===== src/rtl/universal_shift_reg_if.sv =====
// rtl/universal_shift_reg_if.sv - control/data bundle for the universal shift register
interface universal_shift_reg_if #(
  parameter int WIDTH = 1,
  parameter int DEPTH = 8,
  parameter int CNT_W = $clog2(DEPTH + 1)
);
  logic                   en;
  logic [1:0]             mode;
  logic [WIDTH-1:0]       shift_in;
  logic                   load;
  logic [WIDTH*DEPTH-1:0] load_data;
  logic [CNT_W-1:0]       tap_sel;
  logic                   burst_start;
  logic [CNT_W-1:0]       burst_len;
  logic [WIDTH*DEPTH-1:0] par_out;
  logic [WIDTH-1:0]       shift_out;
  logic [WIDTH-1:0]       tap_out;
  logic                   busy;
  logic                   done;

  modport master (
    output en, mode, shift_in, load, load_data, tap_sel, burst_start, burst_len,
    input  par_out, shift_out, tap_out, busy, done
  );

  modport slave (
    input  en, mode, shift_in, load, load_data, tap_sel, burst_start, burst_len,
    output par_out, shift_out, tap_out, busy, done
  );
endinterface


===== src/rtl/universal_shift_reg.sv =====
// rtl/universal_shift_reg.sv - multi-lane universal shift register with tap and burst engine
module universal_shift_reg #(
  parameter int WIDTH = 1,
  parameter int DEPTH = 8,
  parameter int CNT_W = $clog2(DEPTH + 1)
) (
  input logic                  clk,
  input logic                  clr,
  universal_shift_reg_if.slave bus
);

  typedef logic [DEPTH-1:0][WIDTH-1:0] stage_t;
  typedef enum logic {IDLE = 1'b0, BURST = 1'b1} state_t;

  stage_t           stage_q, stage_d;
  state_t           state_q, state_d;
  logic [CNT_W-1:0] cnt_q, cnt_d;
  logic [1:0]       bmode_q, bmode_d;
  logic             done_q, done_d;
  logic [CNT_W-1:0] len_sat;
  logic [1:0]       eff_mode;
  logic [WIDTH-1:0] tap_val;

  // One step of the selected mode applied to every stage at once.
  function automatic stage_t step_fn(input stage_t s, input logic [1:0] m,
                                     input logic [WIDTH-1:0] sin);
    stage_t r;
    r = s;
    case (m)
      2'b01: begin
        r[0] = sin;
        for (int i = 1; i < DEPTH; i++) r[i] = s[i-1];
      end
      2'b10: begin
        r[DEPTH-1] = sin;
        for (int i = 0; i < DEPTH - 1; i++) r[i] = s[i+1];
      end
      2'b11: begin
        r[0] = s[DEPTH-1];
        for (int i = 1; i < DEPTH; i++) r[i] = s[i-1];
      end
      default: r = s;
    endcase
    return r;
  endfunction

  // Oversized burst lengths clamp to one full pass through the chain.
  assign len_sat = (bus.burst_len > CNT_W'(DEPTH)) ? CNT_W'(DEPTH) : bus.burst_len;

  // Next-state: load wins, then an active burst, then burst_start, then a single step.
  always_comb begin
    stage_d = stage_q;
    state_d = state_q;
    cnt_d   = cnt_q;
    bmode_d = bmode_q;
    done_d  = 1'b0;
    if (bus.load) begin
      stage_d = bus.load_data;
      if (state_q == BURST) begin
        state_d = IDLE;
        cnt_d   = '0;
      end
    end else if (state_q == BURST) begin
      stage_d = step_fn(stage_q, bmode_q, bus.shift_in);
      cnt_d   = cnt_q - CNT_W'(1);
      if (cnt_q <= CNT_W'(1)) begin
        state_d = IDLE;
        cnt_d   = '0;
        done_d  = 1'b1;
      end
    end else if (bus.burst_start) begin
      if (len_sat != '0) begin
        cnt_d   = len_sat;
        bmode_d = bus.mode;
        state_d = BURST;
      end else begin
        done_d = 1'b1;
      end
    end else if (bus.en) begin
      stage_d = step_fn(stage_q, bus.mode, bus.shift_in);
    end
  end

  // State register; clr abandons any burst without a done pulse.
  always_ff @(posedge clk or posedge clr) begin
    if (clr) begin
      stage_q <= '0;
      state_q <= IDLE;
      cnt_q   <= '0;
      bmode_q <= 2'b00;
      done_q  <= 1'b0;
    end else begin
      stage_q <= stage_d;
      state_q <= state_d;
      cnt_q   <= cnt_d;
      bmode_q <= bmode_d;
      done_q  <= done_d;
    end
  end

  // Tap mux; out-of-range selects fall back to the last stage.
  always_comb begin
    tap_val = stage_q[DEPTH-1];
    for (int i = 0; i < DEPTH; i++) begin
      if (bus.tap_sel == CNT_W'(i)) tap_val = stage_q[i];
    end
  end

  assign eff_mode      = (state_q == BURST) ? bmode_q : bus.mode;
  assign bus.par_out   = stage_q;
  assign bus.shift_out = (eff_mode == 2'b10) ? stage_q[0] : stage_q[DEPTH-1];
  assign bus.tap_out   = tap_val;
  assign bus.busy      = (state_q == BURST);
  assign bus.done      = done_q;

endmodule


===== src/flat_wrapper.sv =====
// flat-port wrapper written by rule: the top's interface ports become plain ports
module universal_shift_reg_flat 
#(
  parameter int WIDTH = 1,
  parameter int DEPTH = 8,
  parameter int CNT_W = $clog2(DEPTH + 1)
)
  (clk, clr, bus_en, bus_mode, bus_shift_in, bus_load, bus_load_data, bus_tap_sel, bus_burst_start, bus_burst_len, bus_par_out, bus_shift_out, bus_tap_out, bus_busy, bus_done);
  universal_shift_reg_if #(.WIDTH(WIDTH), .DEPTH(DEPTH), .CNT_W(CNT_W)) bus_i ();
  input logic clk;
  input logic clr;
  input wire logic [$bits(bus_i.en)-1:0] bus_en;
  input wire logic [$bits(bus_i.mode)-1:0] bus_mode;
  input wire logic [$bits(bus_i.shift_in)-1:0] bus_shift_in;
  input wire logic [$bits(bus_i.load)-1:0] bus_load;
  input wire logic [$bits(bus_i.load_data)-1:0] bus_load_data;
  input wire logic [$bits(bus_i.tap_sel)-1:0] bus_tap_sel;
  input wire logic [$bits(bus_i.burst_start)-1:0] bus_burst_start;
  input wire logic [$bits(bus_i.burst_len)-1:0] bus_burst_len;
  output wire logic [$bits(bus_i.par_out)-1:0] bus_par_out;
  output wire logic [$bits(bus_i.shift_out)-1:0] bus_shift_out;
  output wire logic [$bits(bus_i.tap_out)-1:0] bus_tap_out;
  output wire logic [$bits(bus_i.busy)-1:0] bus_busy;
  output wire logic [$bits(bus_i.done)-1:0] bus_done;
  assign bus_i.en = bus_en;
  assign bus_i.mode = bus_mode;
  assign bus_i.shift_in = bus_shift_in;
  assign bus_i.load = bus_load;
  assign bus_i.load_data = bus_load_data;
  assign bus_i.tap_sel = bus_tap_sel;
  assign bus_i.burst_start = bus_burst_start;
  assign bus_i.burst_len = bus_burst_len;
  assign bus_par_out = bus_i.par_out;
  assign bus_shift_out = bus_i.shift_out;
  assign bus_tap_out = bus_i.tap_out;
  assign bus_busy = bus_i.busy;
  assign bus_done = bus_i.done;
  universal_shift_reg #(.WIDTH(WIDTH), .DEPTH(DEPTH), .CNT_W(CNT_W)) u_core (.clk(clk), .clr(clr), .bus(bus_i));
endmodule

===== config.mk =====
export PLATFORM = sky130hd
export DESIGN_NAME = universal_shift_reg_flat
export DESIGN_NICKNAME = d
export VERILOG_FILES = /design/src/rtl/universal_shift_reg_if.sv /design/src/rtl/universal_shift_reg.sv /design/src/flat_wrapper.sv
export SDC_FILE = /design/constraint.sdc
export NUM_CORES = 1
export LEC_CHECK = 0
export ABC_AREA = 0
export BUFFER_PORTS_ARGS = -buffer_cell sky130_fd_sc_hd__buf_2
export CAP_MARGIN = 20
export CORE_ASPECT_RATIO = 1.1
export CORE_MARGIN = 2
export CORE_UTILIZATION = 40
export DETAILED_ROUTE_END_ITERATION = 10
export PLACE_DENSITY = 0.72
export SETUP_SLACK_MARGIN = 0.4
export SLEW_MARGIN = 0
export SYNTH_ARGS = -nofsm -noshare
export SYNTH_HDL_FRONTEND = slang
export SYNTH_SLANG_ARGS = --single-unit
export TNS_END_PERCENT = 10

===== constraint.sdc =====
create_clock -name clk -period 1.8 [get_ports clk]
set_input_delay 0 -clock clk [delete_from_list [all_inputs] [get_ports clk]]
set_output_delay 0 -clock clk [all_outputs]
set_load 0.1 [all_outputs]

After elaboration in Yosys (flattened, before gate mapping):

Cells that the tools add are included.

* register bits: 16
* input port bits: 24
* output and inout port bits: 12
* logic and storage cells: 76

* add/sub/neg operators: 1
* order comparisons: 2
* equal/unequal tests: 17
* mux-type cells: 33
* bitwise operators: 2
* reduce and logical (&&, ||, !) cells: 9

Operators with widths (number)
* $pmux W8 S3: 2
* $mux W8: 4
* $mux W4: 7
* $mux W1: 19
* $eq A4 B3 Y1 const B: 4
* $eq A2 B2 Y1 const B: 5
* $eq A4 B2 Y1 const B: 2
* $reduce_and A4 Y1: 2
* $ne A5 B5 Y1 const B: 1
* $reduce_bool A5 Y1: 1
* $eq A2 B1 Y1 const B: 2
* $eq A4 B1 Y1 const B: 1
* $gt A4 B4 Y1 const B: 1
* $le A4 B1 Y1 const B: 1
* $logic_not A4 Y1: 1
* $reduce_bool A2 Y1: 2
* $reduce_bool A4 Y1: 1
* $sub A4 B1 Y4 const B: 1
* $ne A3 B2 Y1 const B: 1
* $reduce_and A3 Y1: 1
* $reduce_bool A3 Y1: 1
* $mux W2: 1
* $ne A2 B1 Y1 const B: 1
* $not A1 Y1: 2

Depth between registers and ports, before layout:

Gate-level depths: netlist (run 1).

* word-level depth: 9
* mapped depth: 6
* gate-level depth less buffers: 6

Worst setup path after synthesis (run 1):

Ideal clock, no wire load.

* kind: register -> output
* start point: register u_core.stage_q (netlist bit u_core.bus.par_out[1])
* end point: output port bus_tap_out
* arrival: 2825 ps
* required time: 1800 ps
* setup slack: -1025 ps
* stages on the path, launching flop included: 5
* path buffers: 0
* cells stage by stage: dfrtp_1 mux2i_1 o21ai_0 a211oi_1 o22ai_1

* word-level cells in the longest chain between the ends: 7

Ends and longest elaborated chain
* start, declared: line universal_shift_reg.sv:15 `stage_t stage_q, stage_d;`
* start signal, assigned: line universal_shift_reg.sv:93 `stage_q <= stage_d;`
* $mux W1 (7 in a row): line universal_shift_reg.sv:105 `if (bus.tap_sel == CNT_W'(i)) tap_val = stage_q[i];`
* end, declared: line flat_wrapper.sv:22 `output wire logic [$bits(bus_i.tap_out)-1:0] bus_tap_out;`

Every way passes these cells.

Worst setup path after layout (run 1):

* start point: register u_core.bmode_q[1]
* end point: register u_core.stage_q (netlist bit u_core.bus.par_out[3])

* word-level cells in the longest chain between the ends: 4
* elaborated cells on any way between the ends: 8
* those cells by class: eq/ne (4); mux (3); reduce/logical (1)

Ends and longest elaborated chain
* start, declared: line universal_shift_reg.sv:18 `logic [1:0] bmode_q, bmode_d;`
* start signal, assigned: line universal_shift_reg.sv:96 `bmode_q <= bmode_d;`
* $eq A2 B2 Y1 / $eq A2 B1 Y1 (equally long branches): line universal_shift_reg.sv:29 `case (m)`
* $pmux W8 S3: line universal_shift_reg.sv:29
* $mux W8: line universal_shift_reg.sv:63 `end else if (state_q == BURST) begin`
* $mux W8: line universal_shift_reg.sv:57 `if (bus.load) begin`

Several ways; a longest one is shown, not always the timed one.
A chain may end at the register's enable or synchronous reset.

==> results of run 1 <==
-- cell type report --
| cell class | count | area, sq um | area share [%] |
|---|---|---|---|
| multi-input cells | 87 | 762 | 48.8 |
| flip-flops and latches | 16 | 419 | 26.9 |
| repair buffers | 41 | 253 | 16.2 |
| inverters | 13 | 48.8 | 3.13 |
| well taps | 33 | 41.3 | 2.65 |
| clock buffers | 4 | 36.3 | 2.33 |
-- power groups by stage --
stage	Clock, mW	Sequential (mW)	Combinational (mW)
after floorplan	0	1.18	0.682
after CTS	0.248	0.679	1.57
after detailed placement	0	0.707	1.44
after global routing	0.271	0.702	1.66
after global placement	0	0.691	1.41
final	0.244	0.679	1.56
-- registers in the layout, summed over array words and instances, names as in the netlist --
register            count
u_core.bmode_q          2
u_core.bus.done         1
u_core.cnt_q            4
u_core.bus.par_out      8
u_core.bus.busy         1
-- synthesized netlist by cell type, drive strengths merged, types with 2 or more instances --
library cell  instances  area share [%]
a21oi                 7             2.9
mux2                  6             6.3
a221oi                2             2.0
nor2                  5             2.2
a222oi                7             5.9
a211oi                2             1.7
inv                  13             4.1
nand2                 8             2.5
dfrtp                16              33
nor4bb                2             1.7
mux2i                10             8.4
nand3b                2             1.3
nor3                  4             1.7
o22ai                 3             1.6
nand2b                5             2.6
o21ai                 5             2.1
and2b                 2             1.3
nor3b                 4             2.9
buf                   5             3.3
ha                    4             4.2
-- worst max path at each step --
stage / startpoint / endpoint / cells after the start
6_report: u_core.bmode_q[1] / u_core.bus.par_out[3] / 6
5_1_grt: u_core.bus.par_out[1] / bus_tap_out / 5
4_1_cts: u_core.bus.busy / bus_shift_out / 3
3_5_place_dp: u_core.bmode_q[0] / u_core.bus.par_out[5] / 6
3_3_place_gp: u_core.bmode_q[0] / u_core.bus.par_out[5] / 6
2_1_floorplan: u_core.bus.busy / u_core.bus.par_out[0] / 5
-- logic make-up after synthesis --
logic type	after synthesis	synth area share, %
muxes	16	14.6
adders and majority gates	4	4.18
and+or+nand+nor	36	18.6
AOI/OAI and AO/OA	31	21.3
buffers and inverters	19	7.74
DFF	16	33.5
-- layer usage --
layer / GRT usage [%] / wire length [microns]
met5: 0 / 0
met4: 4.76 / 14
met3: 2.52 / 189
met2: 35.3 / 1580
met1: 23.2 / 1240
-- timing repair --
action                                 CTS  global route
setup buffers                            4             0
pin swaps                                4             1
resized for setup                       14             0
hold buffers                             1             0
setup endpoints to repair               10            17
endpoints found under the hold margin   16             0
-- layout by cell type (no fill, tap or decap), types with 2 or more instances in the layout --
master and instances:
nor4bb_1 2, a21oi_1 7, mux2_4 2, o22ai_1 2
dfrtp_2 6, dfrtp_1 7, inv_1 11, buf_2 33
buf_12 2, mux2_2 4, o21ai_0 3, nand3b_1 2
a222oi_1 7, clkbuf_4 3, mux2i_1 10, dfrtp_4 3
o21ai_1 2, buf_4 5, inv_2 2, and2b_1 2
nor3_1 3, nand2b_1 5, ha_1 2, nor2_1 4
nand2_1 8, nor3b_1 3
==> summary.txt, run 1 <==
Status
  – Status: complete, no violations

Route
  – Routed Antenna Nets: 0
  – DRC: 0
  – Via count: 1109
  – Initial detailed-routing violation count: 61
  – 1st-pass router iterations: 4
  – Via-to-Cell Ratio: 5.72
  – Total Wirelength: 3030 microns
  – Wire length per cell: 15.6 microns

Setup path
  – R2R depth: 6
  – Reg-to-reg setup timing slack: 200 ps
  – Delay-heaviest family, CP: flip-flops
  – Worst-path maximum fanout: 7
  – Setup crit start kind: flip-flop
  – WS Path Type: reg -> reg
  – CP arrival: 1750 ps
  – Worst path bufs/invs: 2
  – Worst path max stage delay: 440 ps
  – CP max-delay cell: dfrtp_1
  – Worst flop-to-flop path startpoint: u_core.bmode_q[1]
  – FF-to-FF End: u_core.bus.par_out[3]
  – Critical path endpoint category: flip-flop
  – Crit path cell chain: ha_2 -> inv_2 -> nand2_1 -> a221o_1 -> buf_4 -> mux2i_1
  – Worst EP required: 1960 ps

Finish
  – N_diodes: 0
  – Post-layout util: 55.7%
  – # fillers: 252
  – Share of cells above drive strength 1: 45.3%
  – Final Instance Area: 1560 sq um
  – Final non-filler cell total: 194
  – Layout Nets: 190
  – Synth-to-layout area growth: 30.4%

Power
  – Psw: 1.37 mW
  – Switching part of the total: 55.0%
  – Clock power frac: 9.8%
  – Comb power frac: 62.9%
  – Pwr Total: 2.49 mW
  – Reg power frac: 27.3%
  – Worst VDD drop: 1030 uV
  – Int Pwr: 1.12 mW
  – P_leak: 0.716 nW
  – Pwr per Cell Area: 1590 nW/um^2

Worst hold path
  – Hold endpoint: u_core.bmode_q[1]
  – Hold crit path type: in -> reg
  – Hold path depth: 2
  – Min-delay src: bus_mode[1]

STA
  – RSZ-0062 raised after global routing: yes
  – Clock skew: 11.8 ps
  – Crit share post-route: 88.7%
  – Final setup fails: 0
  – Final hold vios: 0
  – Min Tclk post-route: 1600 ps
  – Slew HR: 58.5%
  – Hold_ws: 41.7 ps
  – Final setup TNS: 0 ps
  – Final WS setup: 204 ps
  – Worst-Margin Slew: 621 ps
  – FMAX: 627 MHz
  – Slew Viols, Final: 0

Yosys
  – Seq/Total Area, Yosys: 33.5%
  – Netlist Area Pre-Place: 1200 sq um
  – Mapped Nets: 150
  – Synth Register Bits: 16
  – Post-synth cell types: 38
  – Post-Synthesis Cells: 122
  – Synth Area per Inst: 9.80 sq um
  – EDFF count, synth: 0
  – Yosys warnings: 0
  – Synth async-reset ratio: 100%
  – Most used flip-flop cell after synthesis: dfrtp_1

Placement
  – I/O Buffers: 35
  – Routability cong.: 0.826
  – Setup Slack @ Placement: 153 ps
  – Hpwl dp: 2220 microns
  – Placed insts: 185
  – Dpl cell area: 1430 sq um

GRT
  – First-pass GRT wire length: 5090 microns
  – Number of global-route vias before repair: 1122
  – Initial antenna violation count: 0
  – Total congestion overflow: 0
  – Total GRT Usage: 18.8%
  – Largest net degree at the start of global routing: 18

Floorplanning
  – # IOs: 36
  – Initial Util: 42.7%
  – Core Area: 2800 sq um
  – Die W: 56.1 microns
  – Die area: 3440 sq um
  – Die Ht: 61.4 microns
  – Site Rows: 20

Clock network
  – Root Driver: clkbuf_4
  – Worst-Skew Late Latency: 290 ps
  – TritonCTS clock tree: done
  – Clock Path Buffers: 2
  – CTS buffer count: 3
  – H-tree Lvls: 1
  – Number of clock sinks: 16
  – Clock Pin Slew Worst Setup and Hold Paths: 110 ps

Run
  – MaxCap Viol Count: 0
(Power assumes the default switching activity.)
==> inputs of run 2 (changes only) <==
Settings changed: CORE_UTILIZATION 40 to 51, CTS_CLUSTER_SIZE set to 25, PLACE_DENSITY 0.72 to 0.86.
==> summary.txt, run 2 (same netlist as run 1, synthesis figures left out) <==
STA
  – Slew HR: 58.9% (+0.32 points)
  – FMAX: 588 MHz (-6.1%)
  – Final WS setup: 100 ps (-104 ps)
  – Final setup fails: 0 (unchanged)
  – Final setup TNS: 0 ps (unchanged)
  – Crit share post-route: 94.4% (+5.8 points)
  – Final hold vios: 0 (unchanged)
  – RSZ-0062 raised after global routing: yes
  – Slew Viols, Final: 0 (unchanged)
  – Min Tclk post-route: 1700 ps (+104 ps)
  – Clock skew: 6.41 ps (-5.43 ps)
  – Worst-Margin Slew: 616 ps (-4.78 ps)

GRT
  – First-pass GRT wire length: 5290 microns (+3.9%)
  – Initial antenna violation count: 0 (unchanged)
  – Largest net degree at the start of global routing: 18 (unchanged)
  – Number of global-route vias before repair: 1161 (+3.5%)
  – Total congestion overflow: 0 (unchanged)
  – Total GRT Usage: 26.5% (+7.7 points)

Finish
  – Layout Nets: 193 (+1.6%)
  – Share of cells above drive strength 1: 48.2% (+2.8 points)
  – N_diodes: 0 (unchanged)
  – Most frequent cells in the layout: buf_2 (33), inv_1 (10), mux2i_1 (10), nand2_1 (8)
  – Area of the multi-input gates: 767 sq um (+0.66%)
  – Commonest non-fill, non-tap cell in the layout: buf_2
  – Sequential cell area: 420 sq um (+0.30%)
  – Synth-to-layout area growth: 33.2%
  – Max reg flops: 8 (unchanged)
  – # fillers: 161 (-36%)

Placement
  – Routability cong.: 0.793 (-4.0%)
  – Setup Slack @ Placement: 118 ps (-35.0 ps)
  – I/O Buffers: 35 (unchanged)
  – Hpwl dp: 2220 microns (-0.31%)

Floorplanning
  – Die area: 2750 sq um (-20%)
  – Die W: 50.2 microns (-11%)
  – # IOs: 36 (unchanged)
  – Die Ht: 54.8 microns (-11%)
  – Core Area: 2230 sq um (-20%)
  – Site Rows: 18 (-10%)
  – Initial Util: 53.6% (+11 points)

Route
  – 1st-pass router iterations: 4 (unchanged)
  – Via-to-Cell Ratio: 5.97 (+4.4%)
  – Wire length per cell: 17.6 microns (+13%)
  – Initial detailed-routing violation count: 66 (+8.2%)
  – Routed Antenna Nets: 0 (unchanged)
  – DRC: 0 (unchanged)
  – Total Wirelength: 3420 microns (+13%)
  – Via count: 1158 (+4.4%)

Status
  – Status: complete, no violations

Setup path
  – Setup crit start kind: flip-flop
  – Critical path endpoint category: output port
  – WS Path Type: reg -> out
  – Reg-to-reg setup timing slack: 140 ps (-60 ps)
  – Worst-path maximum fanout: 5 (-2)
  – CP arrival: 1700 ps (-50 ps)
  – Worst EP required: 1800 ps (-160 ps)

Clock network
  – Clock Pin Slew Worst Setup and Hold Paths: 110 ps (about the same)
  – Number of clock sinks: 16 (unchanged)
  – Root Driver: clkbuf_4
  – H-tree Lvls: 1 (unchanged)
  – TritonCTS clock tree: done
  – CTS buffer count: 3 (unchanged)
  – Clock Path Buffers: 2 (unchanged)
  – Worst-Skew Late Latency: 310 ps (+20 ps)

Power
  – P_leak: 0.737 nW (+2.9%)
  – Worst VDD drop: 1290 uV (+25%)
  – Pwr Total: 2.57 mW (+3.5%)
  – Pwr per Cell Area: 1620 nW/um^2 (+1.4%)

Run
  – MaxCap Viol Count: 0 (unchanged)

Worst hold path
  – Hold crit path type: in -> reg
## run 2: report_power, final
part | total, mW | leakage, nW | internal [mW] | switching, mW
clock network | 0.261 | 0.0210 | 0.124 | 0.137
registers | 0.684 | 0.188 | 0.507 | 0.177
logic | 1.63 | 0.528 | 0.519 | 1.11
## run 2: cell type report
| cell class | instances | area share, % |
|---|---|---|
| inverters | 13 | 3.06 |
| well taps | 30 | 2.36 |
| repair buffers | 44 | 17.8 |
| clock buffers | 4 | 2.28 |
| flip-flops and latches | 16 | 26.4 |
| multi-input cells | 87 | 48.2 |
## run 2: final timing paths
kind | startpoint | cells after the start | endpoint
worst max-delay path | u_core.bus.busy | 4 | bus_shift_out
worst min-delay path | bus_mode[1] | 2 | u_core.bmode_q[1]
worst max register to register | u_core.bmode_q[1] | 6 | u_core.bus.par_out[7]
worst min register to register | u_core.cnt_q[0] | 1 | u_core.cnt_q[0]
max in group asynchronous | clr | 3 | u_core.bus.par_out[7]
min in group asynchronous | clr | 3 | u_core.bus.par_out[2]
## run 2: stage by stage
step                utilization (%)  instances  instance area (sq um)  hold WS (ps)
floorplan                         -        122                   1240         -86.6
detailed placement             63.9        182                   1430           110
CTS                            70.4        192                   1570          1.79
global route                   71.4        194                   1590          4.63
finish                         71.4        194                   1590          12.1
global placement               63.9        182                   1430          88.2
## run 2: timing repair
action / 4_1_cts / 5_1_grt
setup buffers: 5 / 2
resized for setup: 17 / 3
hold buffers: 1 / 0
endpoints found under the hold margin: 16 / 0
pin swaps: 5 / 3
endpoints found under the setup margin: 10 / 15
## run 2: routing by layer
layer  vias to the layer above  GRT usage (%)  wire length (microns)
met2                        43           50.0                   1790
met5                         -              0                      0
met1                       571           28.5                   1370
met3                        10           3.28                    157
met4                         0           16.7                     99
li1                        534              -                      -
## run 2: critical path, cell delays in order, from the launching register on
cell and delay [ps]:
dfrtp_4 530, buf_4 150, a31oi_1 200, mux2_4 340
buf_12 170
